==> src/rtl/instr_encoder_pkg.sv <==
// Shared instruction-set codes for the encoder and decoder: class codes, funct
// encodings, fixed words and the encoder FSM state type.
package instr_encoder_pkg;

    localparam logic [2:0] OP_RTYPE = 3'd0;
    localparam logic [2:0] OP_ITYPE = 3'd1;
    localparam logic [2:0] OP_PTYPE = 3'd2;
    localparam logic [2:0] OP_MTYPE = 3'd3;
    localparam logic [2:0] OP_CTYPE = 3'd4;
    localparam logic [2:0] OP_FTYPE = 3'd5;

    localparam logic [3:0] ALU_ADD = 4'b0000;
    localparam logic [3:0] ALU_SUB = 4'b0001;

    localparam logic [3:0] MEM_LW = 4'b0000;
    localparam logic [3:0] MEM_SW = 4'b0001;
    localparam logic [3:0] MEM_LB = 4'b1000;
    localparam logic [3:0] MEM_SB = 4'b1001;

    localparam logic [2:0] CTL_JMP  = 3'b000;
    localparam logic [2:0] CTL_CALL = 3'b001;
    localparam logic [2:0] CTL_BR   = 3'b010;
    localparam logic [2:0] CTL_EXIT = 3'b111;

    localparam logic [31:0] NOP_WORD  = 32'h0000_0000;
    localparam logic [31:0] EXIT_WORD = {OP_CTYPE, 16'h0000, CTL_EXIT, 10'h000};

    typedef enum logic [2:0] {
        ST_IDLE,
        ST_RUN,
        ST_DRAIN,
        ST_EXIT,
        ST_DONE
    } enc_state_t;

    function automatic logic is_mem_load(input logic [3:0] funct4);
        return (funct4 == MEM_LW) || (funct4 == MEM_LB);
    endfunction

    function automatic logic is_mem_store(input logic [3:0] funct4);
        return (funct4 == MEM_SW) || (funct4 == MEM_SB);
    endfunction

endpackage

==> src/rtl/instr_fifo.sv <==
// Synchronous FIFO for encoded words; the head is visible combinationally.
// A flush that coincides with a push keeps only the new entry.
module instr_fifo #(
    parameter int WIDTH = 32,
    parameter int DEPTH = 4
) (
    input  logic             clk,
    input  logic             rst_n,
    input  logic             flush,
    input  logic             push,
    input  logic [WIDTH-1:0] push_data,
    input  logic             pop,
    output logic [WIDTH-1:0] head,
    output logic             full,
    output logic             empty
);

    localparam int PTR_W = $clog2(DEPTH);

    logic [WIDTH-1:0] mem [DEPTH];
    logic [PTR_W:0]   wr_ptr;
    logic [PTR_W:0]   rd_ptr;
    logic [PTR_W-1:0] wr_idx;

    assign wr_idx = flush ? '0 : wr_ptr[PTR_W-1:0];
    assign head   = mem[rd_ptr[PTR_W-1:0]];
    assign empty  = (wr_ptr == rd_ptr);
    assign full   = (wr_ptr[PTR_W] != rd_ptr[PTR_W]) &&
                    (wr_ptr[PTR_W-1:0] == rd_ptr[PTR_W-1:0]);

    always_ff @(posedge clk or negedge rst_n) begin
        if (!rst_n) begin
            wr_ptr <= '0;
            rd_ptr <= '0;
        end else if (flush) begin
            rd_ptr <= '0;
            wr_ptr <= push ? (PTR_W + 1)'(1) : '0;
        end else begin
            if (push && !full) wr_ptr <= wr_ptr + (PTR_W + 1)'(1);
            if (pop && !empty) rd_ptr <= rd_ptr + (PTR_W + 1)'(1);
        end
    end

    always_ff @(posedge clk) begin
        if (push && (flush || !full)) mem[wr_idx] <= push_data;
    end

endmodule

==> src/rtl/instr_encoder.sv <==
// Instruction encoder: packs request fields into instruction words, buffers them
// and streams them into instruction memory, closing each program with an EXIT word.
module instr_encoder
    import instr_encoder_pkg::*;
#(
    parameter int DATA_WIDTH = 32,
    parameter int ADDR_WIDTH = 10,
    parameter int FIFO_DEPTH = 4
) (
    input  logic                  clk,
    input  logic                  rst_n,
    input  logic                  start,
    input  logic                  finish,
    input  logic                  req_valid,
    output logic                  req_ready,
    input  logic [2:0]            req_op,
    input  logic [3:0]            req_funct4,
    input  logic                  req_pred,
    input  logic [4:0]            req_rd,
    input  logic [4:0]            req_rs1,
    input  logic [4:0]            req_rs2,
    input  logic [13:0]           req_imm,
    output logic                  imem_we,
    output logic [ADDR_WIDTH-1:0] imem_addr,
    output logic [DATA_WIDTH-1:0] imem_wdata,
    input  logic                  imem_ready,
    output logic                  busy,
    output logic                  done,
    output logic                  error
);

    enc_state_t            state_q;
    logic [ADDR_WIDTH-1:0] addr_q;
    logic                  error_q;
    logic                  done_q;
    logic                  ovf_q;

    logic [31:0]           enc_word;
    logic                  enc_legal;
    logic                  accept;
    logic                  streaming;
    logic                  write_done;
    logic                  addr_max;
    logic                  ovf_event;

    logic                  fifo_push;
    logic                  fifo_pop;
    logic                  fifo_flush;
    logic [DATA_WIDTH-1:0] fifo_head;
    logic                  fifo_full;
    logic                  fifo_empty;

    always_comb begin
        enc_word        = NOP_WORD;
        enc_legal       = 1'b1;
        enc_word[31:29] = req_op;
        enc_word[28]    = req_pred;
        enc_word[13:10] = req_funct4;
        enc_word[9:5]   = req_rs1;
        enc_word[4:0]   = req_rd;
        case (req_op)
            OP_RTYPE, OP_FTYPE: begin
                enc_word[18:14] = req_rs2;
            end
            OP_ITYPE, OP_PTYPE: begin
                enc_word[27:14] = req_imm;
            end
            OP_MTYPE: begin
                if (is_mem_load(req_funct4)) begin
                    enc_word[27:14] = req_imm;
                end else if (is_mem_store(req_funct4)) begin
                    // Stores have no rd, so the low immediate bits take its slot.
                    enc_word[27:19] = req_imm[13:5];
                    enc_word[18:14] = req_rs2;
                    enc_word[4:0]   = req_imm[4:0];
                end else begin
                    enc_legal = 1'b0;
                end
            end
            OP_CTYPE: begin
                enc_word[27:14] = req_imm;
                enc_word[13]    = 1'b0;
            end
            default: begin
                enc_legal = 1'b0;
            end
        endcase
        if (!enc_legal) enc_word = NOP_WORD;
    end

    assign streaming  = (state_q == ST_RUN) || (state_q == ST_DRAIN);
    assign req_ready  = (state_q == ST_RUN) && !fifo_full && !finish;
    assign accept     = req_valid && req_ready;
    assign imem_we    = (streaming && !fifo_empty) || ((state_q == ST_EXIT) && !ovf_q);
    assign imem_wdata = !imem_we ? '0 :
                        (state_q == ST_EXIT) ? DATA_WIDTH'(EXIT_WORD) : fifo_head;
    assign imem_addr  = addr_q;
    assign write_done = imem_we && imem_ready;
    assign addr_max   = (addr_q == {ADDR_WIDTH{1'b1}});
    assign ovf_event  = streaming && write_done && addr_max;

    assign fifo_push  = accept && enc_legal && (start || !ovf_event);
    assign fifo_pop   = streaming && write_done;
    assign fifo_flush = start || ovf_event;

    assign busy  = (state_q == ST_RUN) || (state_q == ST_DRAIN) || (state_q == ST_EXIT);
    assign done  = done_q;
    assign error = error_q;

    instr_fifo #(
        .WIDTH (DATA_WIDTH),
        .DEPTH (FIFO_DEPTH)
    ) u_fifo (
        .clk       (clk),
        .rst_n     (rst_n),
        .flush     (fifo_flush),
        .push      (fifo_push),
        .push_data (DATA_WIDTH'(enc_word)),
        .pop       (fifo_pop),
        .head      (fifo_head),
        .full      (fifo_full),
        .empty     (fifo_empty)
    );

    // A write at the top address ends the program early: no wrap, no EXIT word.
    always_ff @(posedge clk or negedge rst_n) begin
        if (!rst_n) begin
            state_q <= ST_IDLE;
            addr_q  <= '0;
            error_q <= 1'b0;
            done_q  <= 1'b0;
            ovf_q   <= 1'b0;
        end else if (start) begin
            state_q <= ST_RUN;
            addr_q  <= '0;
            error_q <= accept && !enc_legal;
            done_q  <= 1'b0;
            ovf_q   <= 1'b0;
        end else begin
            if (accept && !enc_legal) error_q <= 1'b1;
            case (state_q)
                ST_RUN, ST_DRAIN: begin
                    if (ovf_event) begin
                        error_q <= 1'b1;
                        ovf_q   <= 1'b1;
                        state_q <= ST_EXIT;
                    end else begin
                        if (write_done) addr_q <= addr_q + ADDR_WIDTH'(1);
                        if (state_q == ST_RUN && finish)
                            state_q <= ST_DRAIN;
                        else if (state_q == ST_DRAIN && fifo_empty)
                            state_q <= ST_EXIT;
                    end
                end
                ST_EXIT: begin
                    if (ovf_q || write_done) begin
                        state_q <= ST_DONE;
                        done_q  <= 1'b1;
                    end
                end
                default: begin
                    state_q <= state_q;
                end
            endcase
        end
    end

endmodule

==> config.mk <==
export PLATFORM = sky130hd
export DESIGN_NAME = instr_encoder
export DESIGN_NICKNAME = d
export VERILOG_FILES = /design/src/rtl/instr_encoder_pkg.sv /design/src/rtl/instr_fifo.sv /design/src/rtl/instr_encoder.sv
export SDC_FILE = /design/constraint.sdc
export NUM_CORES = 1
export LEC_CHECK = 0
export ABC_AREA = 0
export CAP_MARGIN = 20
export CORE_MARGIN = 2
export CORE_UTILIZATION = 46
export CTS_BUF_LIST = sky130_fd_sc_hd__clkbuf_4 sky130_fd_sc_hd__clkbuf_8
export DETAILED_ROUTE_END_ITERATION = 10
export GPL_TIMING_DRIVEN = 0
export PLACE_DENSITY_LB_ADDON = 0.15
export REMOVE_ABC_BUFFERS = 1
export SYNTH_ARGS = -nofsm -noshare
export SYNTH_HDL_FRONTEND = slang
export SYNTH_SLANG_ARGS = --single-unit
==> constraint.sdc <==
create_clock -name clk -period 10.23 [get_ports clk]
set_input_delay 1.5345 -clock clk [delete_from_list [all_inputs] [get_ports clk]]
set_output_delay 1.5345 -clock clk [all_outputs]
set_load 0.01 [all_outputs]
* After elaboration in Yosys (flattened, before gate mapping) *
Memory sizes are Yosys's and may differ from the RTL's.
Cells that the tools add are included.

operators by class
  $add $sub $neg = 3
  eq/ne operators = 18
  mux-type cells = 42
  reductions and logical operators = 50

operators with widths
  cell                     count
  $mux W32                 3
  $mux W10                 4
  $mux W14                 2
  $mux W3                  9
  $pmux W9 S2              1
  $logic_and A1 B1 Y1      17
  $mux W1                  16
  $mux W5                  3
  $pmux W5 S3              1
  $reduce_bool A2 Y1       7
  $eq A3 B2 Y1 const B     4
  $add A10 B1 Y10 const B  1
  $eq A10 B10 Y1 const B   1
  $logic_or A1 B1 Y1       9
  $eq A4 B4 Y1 const B     2
  $add A3 B1 Y3 const B    2
  $eq A3 B1 Y1 const B     2
  $eq A3 B3 Y1 const B     2
  $logic_not A1 Y1         6
  $pmux W3 S2              1
  $reduce_and A3 Y1        2
  $ne A5 B5 Y1 const B     1
  $reduce_or A5 Y1         1
  $eq A4 B1 Y1 const B     1
  other kinds (13)         15

storage, ports and cells
  bits in registers = 22
  RAM bits = 128
  output and inout bits = 47
  memories kept = 1

memory list
  name        depth  width  rd ports  clocked after Yosys merged registers in  write ports  RTL line          text
  u_fifo.mem  4      32     1         0                                        1            instr_fifo.sv:20  logic [WIDTH-1:0] mem [DEPTH];

* Longest topological paths before layout *
Gate-level depths: netlist (run 1).

  depth after elaboration = 13
  gate-level depth with buffers = 7
  mapped depth without buffers = 6

* By module *
From an unflattened synthesis (run 1), not the netlist that was laid out.

second synthesis, totals
  cells, all modules = 425
  area, all modules = 6,682.7 um2

by module, submodules not included
  module         instances  cells an instance  area each (um2)  sequential area each (um2)
  instr_fifo     1          227                5,116.2          3,993.8
  instr_encoder  1          198                1,566.5          400.4

* Worst setup path after synthesis (run 1) *
OpenSTA, ideal clock, no wires.

  kind = input to register
  start = input finish
  end = memory u_fifo.mem[2][0], enable pin
  arrival = 4,953 ps
  data required time = 9,769 ps
  slack = 4,816 ps
  cell stages on the path = 5
  path buffers = 0
  cell sequence = or4b_1 -> a311o_2 -> nor2_1 -> nand2_1 -> nor3_1

on the way
  word-level cells in the longest chain between the ends = 8

RTL lines
  item                               RTL line              text
  start, declared                    instr_encoder.sv:13   input logic finish,
  $logic_not A1 Y1                   instr_encoder.sv:92   assign req_ready = (state_q == ST_RUN) && !fifo_full && !finish;
  $logic_and A1 B1 Y1                instr_encoder.sv:92
  $logic_and A1 B1 Y1                instr_encoder.sv:93   assign accept = req_valid && req_ready;
  $logic_and A1 B1 Y1 (2 in series)  instr_encoder.sv:102  assign fifo_push = accept && enc_legal && (start || !ovf_event);
  $logic_and A1 B1 Y1                instr_fifo.sv:45      if (push && (flush || !full)) mem[wr_idx] <= push_data;
  $mux W1                            instr_fifo.sv:45
  $mux W1 (implied by the code)      instr_fifo.sv:45
  end, declared                      instr_fifo.sv:20

No other way between the ends.

* Worst setup path after layout (run 1) *
  start = input finish
  end = output req_ready

on the way
  word-level cells in the longest chain between the ends = 2

RTL lines
  item                 RTL line             text
  $logic_not A1 Y1     instr_encoder.sv:92
  $logic_and A1 B1 Y1  instr_encoder.sv:92
  end, declared        instr_encoder.sv:15  output logic req_ready,

No other way between the ends.

==> run metrics, run 1 <==
Placed Cells=671; mean routed wirelength per cell=around 19 um; Critical R2R Launch=state_q[2]; WL met2=6.82 mm; Avg Cell Area, Syn=15.9 um2; drt first pass iters=4; Top Layer Used=met4; number of cells on the critical path=4; DR iter-0 viols=~220; die area=15200 um2; Power Dens Cells=approximately 190 nW/um2; CP Max Fanout=3; Startpoint Class=primary input; Setup Buffers After CTS=0; main flop type after synthesis=edfxtp_1; Post-Syn Area=approximately 6500 um2; Hold/Removal Path Class=reg -> reg; Netlist cell types=45; DR vias/cell=approximately 5.4; critical path type=in -> out; Peak VDD IR=roughly 0.000090 V; Worst EP arrival=roughly 3.2 ns; DR WL met3=640 um; number of buffers created by CTS=17; Area contributors post-synth=edfxtp_1, mux4_2, dfrtp_1; Worst Setup EP=req_ready; CTS Sinks=150; area grow syn2layout=25.5%; vias in the first global route=between 3000 and 4000; dominant cell type by area after synthesis=edfxtp_1; hold_ws=slightly above 0.5 ns; hold buffer count at CTS=0; initial core utilization=47.1%; initial antenna violation count=0; Detail Route Antenna Nets=0; IO buf count=between 80 and 90; row count=43; IO Pins=90; CP Capture Type=output port; Post-Route WL=about 13 mm; Slew headroom=about 28%; layout cells sized above 1=17.0%; worst path cell trace=clkdlybuf4s50_1 > or4b_1 > a31oi_1 > clkdlybuf4s50_1; Finished Layout Cells=between 700 and 800; Ys Warns=0; Async S/R FF share, synth=~15%; HPWL after detailed placement=8.83 mm; insertion delay to the later sink of the worst-skew pair=0.45 ns; CTS H-tree lvls=4; final setup fails=0; reg2reg path depth=7; reg2reg setup slack=roughly 7 ns; worst-margin pin slew=around 1.1 ns; period utilization=a little under half; CTS tree=done; Pins Over Slew Limit=0; Crit path top cell by count=clkdlybuf4s50_1; Tmin final=roughly 4.7 ns; RSZ-0062 raised after global routing=false; Fmax achieved=about 210 MHz; Die W=about 120 um; Worst Skew=~0.01 ns; largest net degree at the start of global routing=33; crit-path max cell delay=0.56 ns; Critical Path RT=a little under 9 ns; Post-CTS Resized=0; clock root buffer=clkbuf_8; outcome=complete, no violations; Top delay family on crit path=buffers and inverters; Max Cap Viol=0; clock transition at the registers of the reported paths=0.08 ns; Placeable Area=roughly 14000 um2; Antenna Cells=0; GR Util All Layers=a little under a fifth; Overflow after GRT=0; first-pass GRT wire length=20.9 mm; die span in y=123 um; Worst Setup SP=finish; reg2reg end=u_fifo.mem[2][13]; Buf+Inv Stages, Crit Path=2; Yosys reg bits=150; setup TNS=0 ns; clock buffer depth=2; Fin. Hold Viols=0; Final GP Congestion=just over 0.8; Final nets=approximately 560; register area share after synthesis=67.2%; Lkg Pwr=~2.7 nW; Yosys top cell area share=58.8%; number of synthesized flops with an enable pin=128; CP max stage cell=clkdlybuf4s50_1; Syn Inst Count=just over 400; DRC=0; vias=3809; DRT met1 WL=slightly below 6 mm
[placed cells by master, fill, tap and decap left out, drive strengths merged, types with 4 or more instances in the layout]
cell type        n
nor3             5
or2              4
a31oi            5
and2            47
clkinv           9
inv              8
edfxtp         128
nand4            5
xor2             8
clkbuf          18
nand3            8
mux2i            6
nor2            37
a22o             5
clkdlybuf4s50   89
o21ai            7
bufinv           5
buf             12
nand2           10
dfrtp           22
xnor2            8
mux4            32
a21oi           12
[per-layer routing]
metal,vias to the layer above,GRT usage (%)
met5,-,0
met4,0,7.03
met3,17,4.43
met2,97,31.2
met1,1917,24.9
li1,1778,-
[registers in the layout (all words and copies together), names as in the netlist]
register	cells
done	1
error	1
imem_addr	10
ovf_q	1
state_q	3
u_fifo.mem	128
u_fifo.rd_ptr	3
u_fifo.wr_ptr	3
[worst min-delay path by stage]
stage | from | end | slack (ns) | cells past startpoint
2_1_floorplan | ovf_q | ovf_q | 0.48 | 2
3_3_place_gp | done | done | 0.48 | 2
3_5_place_dp | done | done | 0.50 | 2
4_1_cts | done | done | 0.52 | 2
5_1_grt | done | done | 0.58 | 2
6_report | done | done | 0.51 | 2
[worst reg2reg max path, stage by stage, from the launching register on]
cell,delay (ns)
dfrtp_1,0.48
or4b_1,0.59
a311o_2,0.44
nor2_1,0.30
nand2_1,0.11
nor3_2,0.50
buf_6,0.26
buf_8,0.17
[cells in the mapped netlist (all sizes together), types with 2 or more instances]
master / n
a21oi: 12
a22o: 5
a311o: 2
a31oi: 5
and2: 47
and3: 2
and4: 2
buf: 7
clkbuf: 12
dfrtp: 22
edfxtp: 128
ha: 3
inv: 8
mux2i: 6
mux4: 32
nand2: 10
nand2b: 2
nand3: 8
nand4: 5
nor2: 37
nor2b: 2
nor3: 5
nor3b: 2
nor4: 3
o21a: 3
o21ai: 7
o31ai: 2
or2: 4
or4: 3
or4b: 2
xnor2: 8
xor2: 8
[power breakdown]
group,internal [W],leakage [nW],switching (W)
Combinational,0.000182,1.05,0.000155
Sequential,0.000689,1.47,0.0000242
Clock,0.000291,0.229,0.000212
[final cells by class]
cell class	instances	area, um2
sequential	150	4400
tap	180	225
inverter	8	30.0
clock buffer	18	241
timing repair buffer	101	1090
fill	1111	5670
clock inverter	14	208
multi-input combinational	233	2020
[logic make-up after synthesis]
kind of cell	Yosys count	synth area share [%]
AOI/OAI and AO/OA	40	4.25
xor gates and xnor gates	16	2.26
adders and majority gates	3	0.574
buffers and inverters	28	2.31
DFF	150	67.2
muxes	38	11.9
and+or+nand+nor	136	11.5
[stage by stage]
step                cell area [um2]  worst slack (ns)  total power (W)  utilization [%]
detailed placement             7730              5.50          0.00107             55.7
global placement               7530              2.14          0.00105             54.3
CTS                            8180              5.49          0.00157             59.0
floorplan                      6420              4.82         0.000898                -
global route                   8210              5.42          0.00162             59.1
finish                         8210              5.51          0.00155             59.1
No activity file was read; power rests on OpenSTA's default activity.
==> inputs of run 2 (changes only) <==
clock period = 4.36 ns   (was 10.23 ns; I/O delays follow)
==> results of run 2 <==
The final DEF is identical to that of run 1. Status: complete, no violations.
Main changes from that run: setup slack after placement 5.50 ns -> 0.653 ns; setup slack after layout 5.51 ns -> 0.805 ns; hold slack 0.508 ns -> 0.484 ns; start point of the critical path finish -> u_fifo.rd_ptr[0]; end point of the critical path req_ready -> imem_wdata[29]; register-to-register setup slack 7.08 ns -> 1.21 ns; total power 0.00155 W -> 0.00364 W; worst IR drop on VDD 0.0000896 V -> 0.000210 V
